<file path="src/rtl/washer_panel_pkg.sv">
// Shared types and default constants for the washer operator panel.
// Latency: n/a (types and constants only).
// Backpressure: n/a.
package washer_panel_pkg;

  typedef enum logic [1:0] {
    IDLE = 2'd0,
    RUN  = 2'd1,
    DONE = 2'd2
  } state_t;

  localparam int DEF_DB_WIDTH        = 16;
  localparam int DEF_DEBOUNCE_CYCLES = 10000;
  localparam int DEF_ALERT_WIDTH     = 24;
  localparam int DEF_ALERT_CYCLES    = 2000000;

endpackage

</file>
<file path="src/rtl/washer_panel_if.sv">
// Panel bundle: raw contacts and wash_done in, controller-facing signals and status out.
// Latency: n/a (wiring only).
// Backpressure: none; all signals are plain levels or single-cycle pulses.
// master = the panel logic, slave = the board side (contacts, controller, LEDs).
interface washer_panel_if;
  logic coin_raw;
  logic double_btn_raw;
  logic pause_btn_raw;
  logic wash_done;
  logic coin_in;
  logic double_wash;
  logic timer_pause;
  logic busy_led;
  logic done_led;
  logic buzzer;

  modport master (
    input  coin_raw, double_btn_raw, pause_btn_raw, wash_done,
    output coin_in, double_wash, timer_pause, busy_led, done_led, buzzer
  );

  modport slave (
    output coin_raw, double_btn_raw, pause_btn_raw, wash_done,
    input  coin_in, double_wash, timer_pause, busy_led, done_led, buzzer
  );
endinterface

</file>
<file path="src/rtl/washer_panel_button_debounce.sv">
// Synchronise, debounce and edge-detect one raw panel contact.
// Latency: press is visible DEBOUNCE_CYCLES+2 edges after a clean raw edge, consumed on the next edge.
// Backpressure: none; press is a single-cycle pulse on the debounced rising edge.
// Ports: clk, rst, raw (async contact), level (debounced), press (rise pulse).
module button_debounce
  import washer_panel_pkg::*;
#(
  parameter int DB_WIDTH        = DEF_DB_WIDTH,
  parameter int DEBOUNCE_CYCLES = DEF_DEBOUNCE_CYCLES
) (
  input  logic clk,
  input  logic rst,
  input  logic raw,
  output logic level,
  output logic press
);

  localparam logic [DB_WIDTH-1:0] CNT_LAST = DB_WIDTH'(DEBOUNCE_CYCLES - 1);

  logic                sync1;
  logic                sync2;
  logic                level_q;
  logic [DB_WIDTH-1:0] cnt;

  always_ff @(posedge clk or posedge rst) begin
    if (rst) begin
      sync1   <= 1'b0;
      sync2   <= 1'b0;
      level   <= 1'b0;
      level_q <= 1'b0;
      cnt     <= '0;
    end else begin
      sync1   <= raw;
      sync2   <= sync1;
      level_q <= level;
      // Counter tracks consecutive samples that disagree with the accepted level;
      // the last of DEBOUNCE_CYCLES disagreeing samples flips the level.
      if (sync2 == level) begin
        cnt <= '0;
      end else if (cnt == CNT_LAST) begin
        level <= sync2;
        cnt   <= '0;
      end else begin
        cnt <= cnt + 1'b1;
      end
    end
  end

  assign press = level & ~level_q;

endmodule

</file>
<file path="src/rtl/washer_panel.sv">
// Operator panel front end for the wash controller: debounced coin/double/pause, status LEDs, buzzer.
// Latency: clean raw edge to registered output DEBOUNCE_CYCLES+3 cycles; wash_done rise to outputs 1 cycle.
// Backpressure: none; coin_in is a one-cycle pulse, all other outputs are registered levels.
// Ports: clk, rst (async active-high), pif (washer_panel_if.master).
module washer_panel
  import washer_panel_pkg::*;
#(
  parameter int DB_WIDTH        = DEF_DB_WIDTH,
  parameter int DEBOUNCE_CYCLES = DEF_DEBOUNCE_CYCLES,
  parameter int ALERT_WIDTH     = DEF_ALERT_WIDTH,
  parameter int ALERT_CYCLES    = DEF_ALERT_CYCLES
) (
  input  logic           clk,
  input  logic           rst,
  washer_panel_if.master pif
);

  localparam logic [ALERT_WIDTH-1:0] ALERT_LAST = ALERT_WIDTH'(ALERT_CYCLES - 1);

  logic       coin_press;
  logic       dbl_press;
  logic       pause_press;
  logic [2:0] btn_level_unused;

  button_debounce #(.DB_WIDTH(DB_WIDTH), .DEBOUNCE_CYCLES(DEBOUNCE_CYCLES)) u_coin (
    .clk(clk), .rst(rst), .raw(pif.coin_raw), .level(btn_level_unused[0]), .press(coin_press)
  );
  button_debounce #(.DB_WIDTH(DB_WIDTH), .DEBOUNCE_CYCLES(DEBOUNCE_CYCLES)) u_double (
    .clk(clk), .rst(rst), .raw(pif.double_btn_raw), .level(btn_level_unused[1]), .press(dbl_press)
  );
  button_debounce #(.DB_WIDTH(DB_WIDTH), .DEBOUNCE_CYCLES(DEBOUNCE_CYCLES)) u_pause (
    .clk(clk), .rst(rst), .raw(pif.pause_btn_raw), .level(btn_level_unused[2]), .press(pause_press)
  );

  state_t                 state;
  logic                   wash_done_q;
  logic                   done_evt;
  logic [ALERT_WIDTH-1:0] alert_cnt;
  logic                   coin_in_q;
  logic                   double_q;
  logic                   pause_q;
  logic                   busy_q;
  logic                   done_q;
  logic                   buzzer_q;

  // wash_done is already in this clock domain; compare against last cycle's value.
  assign done_evt = pif.wash_done & ~wash_done_q;

  always_ff @(posedge clk or posedge rst) begin
    if (rst) begin
      state       <= IDLE;
      wash_done_q <= 1'b0;
      alert_cnt   <= '0;
      coin_in_q   <= 1'b0;
      double_q    <= 1'b0;
      pause_q     <= 1'b0;
      busy_q      <= 1'b0;
      done_q      <= 1'b0;
      buzzer_q    <= 1'b0;
    end else begin
      wash_done_q <= pif.wash_done;
      coin_in_q   <= 1'b0;
      case (state)
        IDLE: begin
          // Toggle and coin land on the same edge so the controller samples the new selection with coin_in.
          if (dbl_press) double_q <= ~double_q;
          if (coin_press) begin
            coin_in_q <= 1'b1;
            busy_q    <= 1'b1;
            state     <= RUN;
          end
        end
        RUN: begin
          // Completion outranks a coincident pause press.
          if (done_evt) begin
            pause_q   <= 1'b0;
            busy_q    <= 1'b0;
            double_q  <= 1'b0;
            done_q    <= 1'b1;
            buzzer_q  <= 1'b1;
            alert_cnt <= ALERT_LAST;
            state     <= DONE;
          end else if (pause_press) begin
            pause_q <= ~pause_q;
          end
        end
        DONE: begin
          if (buzzer_q) begin
            if (alert_cnt == '0) buzzer_q <= 1'b0;
            else                 alert_cnt <= alert_cnt - 1'b1;
          end
          // double_wash is 0 here, so a double press always selects double.
          if (coin_press) begin
            done_q    <= 1'b0;
            buzzer_q  <= 1'b0;
            coin_in_q <= 1'b1;
            busy_q    <= 1'b1;
            if (dbl_press) double_q <= 1'b1;
            state     <= RUN;
          end else if (dbl_press) begin
            done_q   <= 1'b0;
            buzzer_q <= 1'b0;
            double_q <= 1'b1;
            state    <= IDLE;
          end
        end
        default: state <= IDLE;
      endcase
    end
  end

  assign pif.coin_in     = coin_in_q;
  assign pif.double_wash = double_q;
  assign pif.timer_pause = pause_q;
  assign pif.busy_led    = busy_q;
  assign pif.done_led    = done_q;
  assign pif.buzzer      = buzzer_q;

endmodule

</file>
<file path="src/flat_wrapper.sv">
// flat-port wrapper written by rule: the top's interface ports become plain ports
module washer_panel_flat import washer_panel_pkg::*;
#(
  parameter int DB_WIDTH        = DEF_DB_WIDTH,
  parameter int DEBOUNCE_CYCLES = DEF_DEBOUNCE_CYCLES,
  parameter int ALERT_WIDTH     = DEF_ALERT_WIDTH,
  parameter int ALERT_CYCLES    = DEF_ALERT_CYCLES
)
  (clk, rst, pif_coin_raw, pif_double_btn_raw, pif_pause_btn_raw, pif_wash_done, pif_coin_in, pif_double_wash, pif_timer_pause, pif_busy_led, pif_done_led, pif_buzzer);
  washer_panel_if pif_i ();
  input  logic clk;
  input  logic rst;
  input wire logic [$bits(pif_i.coin_raw)-1:0] pif_coin_raw;
  input wire logic [$bits(pif_i.double_btn_raw)-1:0] pif_double_btn_raw;
  input wire logic [$bits(pif_i.pause_btn_raw)-1:0] pif_pause_btn_raw;
  input wire logic [$bits(pif_i.wash_done)-1:0] pif_wash_done;
  output wire logic [$bits(pif_i.coin_in)-1:0] pif_coin_in;
  output wire logic [$bits(pif_i.double_wash)-1:0] pif_double_wash;
  output wire logic [$bits(pif_i.timer_pause)-1:0] pif_timer_pause;
  output wire logic [$bits(pif_i.busy_led)-1:0] pif_busy_led;
  output wire logic [$bits(pif_i.done_led)-1:0] pif_done_led;
  output wire logic [$bits(pif_i.buzzer)-1:0] pif_buzzer;
  assign pif_i.coin_raw = pif_coin_raw;
  assign pif_i.double_btn_raw = pif_double_btn_raw;
  assign pif_i.pause_btn_raw = pif_pause_btn_raw;
  assign pif_i.wash_done = pif_wash_done;
  assign pif_coin_in = pif_i.coin_in;
  assign pif_double_wash = pif_i.double_wash;
  assign pif_timer_pause = pif_i.timer_pause;
  assign pif_busy_led = pif_i.busy_led;
  assign pif_done_led = pif_i.done_led;
  assign pif_buzzer = pif_i.buzzer;
  washer_panel #(.DB_WIDTH(DB_WIDTH), .DEBOUNCE_CYCLES(DEBOUNCE_CYCLES), .ALERT_WIDTH(ALERT_WIDTH), .ALERT_CYCLES(ALERT_CYCLES)) u_core (.clk(clk), .rst(rst), .pif(pif_i));
endmodule
</file>
<file path="config.mk">
export PLATFORM = sky130hd
export DESIGN_NAME = washer_panel_flat
export DESIGN_NICKNAME = d
export VERILOG_FILES = /design/src/rtl/washer_panel_pkg.sv /design/src/rtl/washer_panel_if.sv /design/src/rtl/washer_panel_button_debounce.sv /design/src/rtl/washer_panel.sv /design/src/flat_wrapper.sv
export SDC_FILE = /design/constraint.sdc
export NUM_CORES = 1
export LEC_CHECK = 0
export CAP_MARGIN = 20
export CORE_MARGIN = 1
export CORE_UTILIZATION = 36
export DETAILED_ROUTE_END_ITERATION = 10
export MAX_ROUTING_LAYER = met4
export PLACE_DENSITY = 0.55
export SYNTH_ARGS = -nofsm -noshare
export SYNTH_HDL_FRONTEND = slang
export SYNTH_SLANG_ARGS = --single-unit
</file>
<file path="constraint.sdc">
create_clock -name clk -period 7.7 [get_ports clk]
set_input_delay 0.77 -clock clk [delete_from_list [all_inputs] [get_ports clk]]
set_output_delay 0.77 -clock clk [all_outputs]
set_load 0.05 [all_outputs]
</file>
==> reports/results.ini, run 1 <==
[clock_network]
cts-htree-levels = 3
numCtsBuffers = 9
clockBufferDepth = 2
cts_resized = 0
cts_sinks = 93
root_buffer = clkbuf_16
clk_latency_ps = 340
cts_hold_buf = 0
cts_tree = built
worst_setup_hold_path_clk_slew_ps = 70
cts_setup_buffers = 0

[critical_path]
path_class = in -> reg
setup.worst_path.end_class = flop
cp_slowest_cell = clkdlybuf4s50_1
arrival_ps = 2720
cp-start-kind = primary input
cp_data_required_time_ps = 7960
crit_fanout = 9
path_cells = clkdlybuf4s50_1, and4b_1, o21ai_0, a31o_2, or4_1, a21oi_1
r2r_slack_ps = 5300
slowest_delay_ps = 490

[outcome]
status = finished clean

[synthesis]
ys_seq_area_share_pct = 51.37
synth_edf_count = 0
synth_seq_cells = 93
synth_cell_types = 50
synth_area_um2 = 4531
synth_nets = 466
synth_compound_area_share_pct = 7.733
yosys.area_share.simple_pct = 24.63
avgSynthCellArea_um2 = 10.05
synth-adder-area-share_pct = 2.486
synth-xor-area-share_pct = 9.666
async_flop_share_pct = 100.0
synth_top_family_by_area = simple AND/OR/NAND/NOR gates
ys_warn_count = 0
syn_inst = 451
synth_ff_type = dfrtp_1
synth_mux_area_share_pct = 1.685

[die]
ios = 12
die_y_um = 114.2
rows = 40
core_area_um2 = 12160
chipWidth_um = 114.2
die_area_um2 = 13040
start_util_pct = 37.25

[finish]
layout.nets = 479
area_growth_pct = 12.26
fillers = 1194
diodes = 0
drive_gt1_share_pct = 6.183
final_area_um2 = 5086
final_common_cell = dfrtp_1
final_cells = 637
mostFrequentLayoutCells = 93 x dfrtp_1, 75 x nor2_1, 28 x nand2_1

[placed_design]
place_hpwl_um = 5924
gp_congestion = 0.7702
placed_cells = 621
placed_area_um2 = 4802
numPortBuffers = 11
dpl_worst_slack_ps = 4867

[detailed_routing]
wl_per_cell_um = 13.52
drt-initial-drc-count = 146
wl_um = 8612
firstDrtPassIters = 4
vias = 3242
postRouteAntennaNets = 0
vias_per_cell = 5.089
post-route-drc-count = 0

[pwr]
p_leak_nw = 2.237
ir_worst_vdd_v = 0.00009053
power.density_nw_per_um2 = 186.7

[flow_run]
drv_cap = 0

[timing]
fin_crit_ps = 2458
worst_pin_slew_ps = 871.4
setup_ws_ps = 5242
setup_viol = 0
final.setup.tns_ps = 0
period_share_pct = 31.92
slew_viol_final = 0
max_freq_ghz = 0.4068
worst_clock_skew_ps = 7.345
rsz0062_at_grt = no
maxSlewHeadroom_pct = 41.91
hold_viol_final = 0

[global_routing]
gr-total-overflow = 0
grt_pass1_wl_um = 15350
grt_pass1_vias = 3239
grt_max_degree = 70
grt_util_all_layers_pct = 15.38
grt_antenna_before_repair = 0

[worst_hold_path]
hold_path_class = reg -> reg

Yosys cell counts, types with 9 or more instances:
cell / count / area [um^2]
o21ai_0: 11 / 55.05
a21oi_1: 16 / 80.08
ha_1: 9 / 112.6
or3_1: 11 / 68.82
inv_1: 14 / 52.55
xor2_1: 23 / 201.4
nor3_1: 11 / 55.05
nand4_1: 14 / 87.58
nand3_1: 15 / 75.07
nor2_1: 75 / 281.5
nand2_1: 28 / 105.1
xnor2_1: 27 / 236.5
dfrtp_1: 93 / 2327
nor4_1: 10 / 62.56
metrics by stage:
step	utilization, %	hold slack, ps	power (W)
6_report	41.82	351.1	0.0009494
4_1_cts	41.82	353.2	0.0009664
3_3_place_gp	39.49	331.5	0.0005333
3_5_place_dp	39.49	337.2	0.0005341
5_1_grt	41.82	358.1	0.0009875
2_1_floorplan	-	331.2	0.0005249
routing by layer:
| metal | track usage, % | vias up | share of wire (%) |
|---|---|---|---|
| li1 | - | 1614 | - |
| met1 | 20.08 | 1584 | 50 |
| met2 | 23.47 | 34 | 46 |
| met3 | 3.070 | 10 | 2.2 |
| met4 | 6.320 | 0 | 1.6 |
| met5 | - | - | 0 |
critical path, delay by kind of cell:
kind | cells | cell delay (ps)
AND/OR/NAND/NOR | 2 | 760
buffers and inverters | 1 | 490
AO/OA/AOI/OAI | 3 | 690
power breakdown:
part,internal (W),total [W],switching [W]
clock,0.000231,0.000426,0.000195
combinational,0.00000738,0.0000251,0.0000177
sequential,0.000494,0.000498,0.00000442
total,0.000732,0.000949,0.000217
registers in the layout, indices dropped and copies added (netlist names), 2 cells and up:
name / cells
u_core.alert_cnt: 24
u_core.u_coin.cnt: 16
u_core.u_double.cnt: 16
u_core.u_pause.cnt: 16
u_core.state: 2
cell families (layout without fill, tap and decap cells):
logic type | Yosys count | after routing
DFF | 93 | 93
adders and majority gates | 9 | 9
muxes | 7 | 7
buffers and inverters | 24 | 42
and+or+nand+nor | 213 | 213
AOI/OAI and AO/OA | 55 | 55
xor gates and xnor gates | 50 | 50
area by class of cell:
cell class,count,area [um^2],area share (%)
sequential,93,2327,45.76
multi-input combinational,334,2093,41.16
clock buffer,11,242.7,4.772
tap,168,210.2,4.133
timing repair buffer,12,117.6,2.312
inverter,14,53.80,1.058
clock inverter,5,41.29,0.8118
path summary, 6_finish.rpt:
kind	from	to	depth (start not counted)
worst max-delay path	pif_wash_done	u_core.alert_cnt[13]	6
worst min-delay path	u_core.u_coin.sync1	u_core.u_coin.sync2	0
worst max register to register	u_core.alert_cnt[0]	u_core.pif.buzzer	6
worst min register to register	u_core.u_coin.sync1	u_core.u_coin.sync2	0
max in group asynchronous	rst	u_core.alert_cnt[8]	3
min in group asynchronous	rst	u_core.u_pause.cnt[3]	2
Note: power is estimated with default switching activity, not from simulation.
==> run 2, diff against run 1 <==
Settings changed: PLACE_DENSITY 0.55 to 0.57.
Clock period 7.7 ns to 2.2 ns, I/O delays scaled along.
==> run 2 against run 1 <==
- via count rose by 3.2%
- highest routed layer unchanged
- non-clock buffer count is 20 higher
- routed wire length increased by 2.7%
- global-route usage increased by 0.49 points
- power increased to 3.7 times the previous value
- combinational power grew to 4.4 times the previous value
- clock power rose to 3.8 times the previous value
- largest power group unchanged
- sequential power increased to 3.5 times the previous value
- flip-flop and latch count stayed put
- cell area up 5.8%
==> reports/results.ini, run 2 (synthesis gave the netlist of run 1 again) <==
[outcome]
status = finished clean  ; unchanged

[clock_network]
numCtsBuffers = 9  ; unchanged
cts_sinks = 93  ; unchanged
worst_setup_hold_path_clk_slew_ps = 70  ; about the same
cts_hold_buf = 0  ; unchanged
cts-htree-levels = 3  ; unchanged
root_buffer = clkbuf_16  ; unchanged
clockBufferDepth = 2  ; unchanged
clk_latency_ps = 340  ; about the same
cts_tree = built  ; unchanged

[die]
core_area_um2 = 12160  ; unchanged
start_util_pct = 37.25  ; unchanged
rows = 40  ; unchanged
die_area_um2 = 13040  ; unchanged
ios = 12  ; unchanged
die_y_um = 114.2  ; unchanged
chipWidth_um = 114.2  ; unchanged

[detailed_routing]
firstDrtPassIters = 4  ; unchanged
postRouteAntennaNets = 0  ; unchanged
vias = 3346  ; was 3242
vias_per_cell = 5.085  ; was 5.089
drt-initial-drc-count = 133  ; was 146
wl_per_cell_um = 13.44  ; was 13.52 um
post-route-drc-count = 0  ; unchanged
wl_um = 8845  ; was 8612 um

[timing]
worst_clock_skew_ps = 8.586  ; was 7.345 ps
slew_viol_final = 0  ; unchanged
max_freq_ghz = 0.4799
rsz0062_at_grt = yes  ; was no
hold_viol_final = 0  ; unchanged
fin_crit_ps = 2084
period_share_pct = 94.71
setup_viol = 0  ; unchanged
final.setup.tns_ps = 0  ; unchanged
maxSlewHeadroom_pct = 55.88  ; was 41.91%
worst_pin_slew_ps = 661.8  ; was 871.4 ps

[critical_path]
path_class = reg -> reg  ; was in -> reg
cp-start-kind = flop  ; was primary input
cp_data_required_time_ps = 2420  ; was 7960 ps
setup.worst_path.end_class = flop  ; unchanged
crit_fanout = 9  ; unchanged
arrival_ps = 2310  ; was 2720 ps

[pwr]
switching_share_pct = 20.75  ; was 22.87%
p_total_w = 0.003494  ; was 0.0009494 W
ir_worst_vdd_v = 0.0004249  ; was 0.00009053 V
p_leak_nw = 2.380  ; was 2.237 nW
p_switching_w = 0.0007251  ; was 0.0002171 W
p_seq_share_pct = 49.9  ; was 52.5%
p_clk_share_pct = 46.9  ; was 44.9%
combPwrFrac_pct = 3.1  ; was 2.6%
power.density_nw_per_um2 = 649.1  ; was 186.7 nW/um^2
intPower_w = 0.002769  ; was 0.0007322 W

[finish]
final_area_um2 = 5383  ; was 5086 um^2
area_growth_pct = 18.81  ; was 12.26%
largest-register = u_core.alert_cnt  ; unchanged
diodes = 0  ; unchanged
final_cells = 658  ; was 637
largest_reg_flops = 24  ; unchanged
drive_gt1_share_pct = 11.22  ; was 6.183%
final_common_cell = dfrtp_1  ; unchanged
mostFrequentLayoutCells = 93 x dfrtp_1, 74 x nor2_1, 28 x nand2_1  ; was 93 x dfrtp_1, 75 x nor2_1, 28 x nand2_1
layout.nets = 500  ; was 479

[global_routing]
grt_util_all_layers_pct = 15.87  ; was 15.38%
grt_pass1_vias = 3331  ; was 3239
gr-total-overflow = 0  ; unchanged
grt_max_degree = 29  ; was 70
grt_pass1_wl_um = 15790  ; was 15350 um
grt_antenna_before_repair = 0  ; unchanged

[placed_design]
place_hpwl_um = 6107  ; was 5924 um
numPortBuffers = 11  ; unchanged
gp_congestion = 0.8764  ; was 0.7702
placed_area_um2 = 5002  ; was 4802 um^2
placed_cells = 639  ; was 621

[worst_hold_path]
hold_path_class = in -> async  ; was reg -> reg

[flow_run]
drv_cap = 0  ; unchanged

## run 2: changes by cell type in the layout (fill, tap and decap cells not counted), sizes merged
cell    before  now
clkbuf      11   12
buf          1   21
a31o         1    2
inv         15   13
bufinv       0    2
clkinv       2    1
## run 2: worst paths after layout
kind / start / to / slack (ps) / cells past startpoint
min reg2reg: u_core.u_double.sync1 / u_core.u_double.sync2 / 360 / 0
min in group clk: pif_coin_raw / u_core.u_coin.sync1 / 320 / 1
max: u_core.alert_cnt[10] / u_core.alert_cnt[17] / 120 / 5
max in group asynchronous: rst / u_core.alert_cnt[23] / 1420 / 3
max reg2reg: u_core.alert_cnt[10] / u_core.alert_cnt[17] / 120 / 5
min: rst / u_core.alert_cnt[11] / 260 / 2
## run 2: area by class of cell
class                   count  area (um^2)
clock buffers              12        236.5
fillers                  1154         6779
flip-flops and latches     93         2327
clock inverters             4        72.57
repair buffers             32        330.3
inverters                  14        56.30
multi-input cells         335         2150
well taps                 168        210.2
## run 2: per-layer routing
| layer | up-vias | wire length (um) | track usage (%) |
|---|---|---|---|
| met1 | 1641 | 4327 | 20.29 |
| li1 | 1661 | - | - |
| met5 | - | 0 | - |
| met3 | 12 | 312 | 4.394 |
| met2 | 32 | 4036 | 23.80 |
| met4 | 0 | 168 | 6.407 |
## run 2: power groups by stage
| stage | Clock [W] | Combinational [W] | Sequential (W) |
|---|---|---|---|
| floorplan | 0 | 0.0000638 | 0.00177 |
| global placement | 0 | 0.000113 | 0.00178 |
| detailed placement | 0 | 0.000114 | 0.00178 |
| CTS | 0.00169 | 0.000115 | 0.00174 |
| global route | 0.00176 | 0.000127 | 0.00175 |
| finish | 0.00164 | 0.000110 | 0.00175 |
## run 2: through the flow
stage / worst slack, ps / utilization, % / hold WS [ps]
after global placement: 46.46 / 41.13 / 332.1
after global routing: -68.69 / 44.26 / 301.0
after CTS: 55.83 / 43.67 / 270.3
after detailed placement: 1.710 / 41.13 / 345.2
after floorplan: 124.2 / - / 251.4
final: 116.4 / 44.26 / 255.7
## run 2: timing repair
item                                    in CTS  in global routing
endpoints found under the setup margin       0                 16
resized for setup                            0                 10
setup buffers                                0                  2
## run 2: critical path: stages (launching register included)
cell and delay (ps):
dfrtp_1 410, or3_1 490, nor4_1 510, a311oi_4 220, a211oi_1 270, nor2_1 70
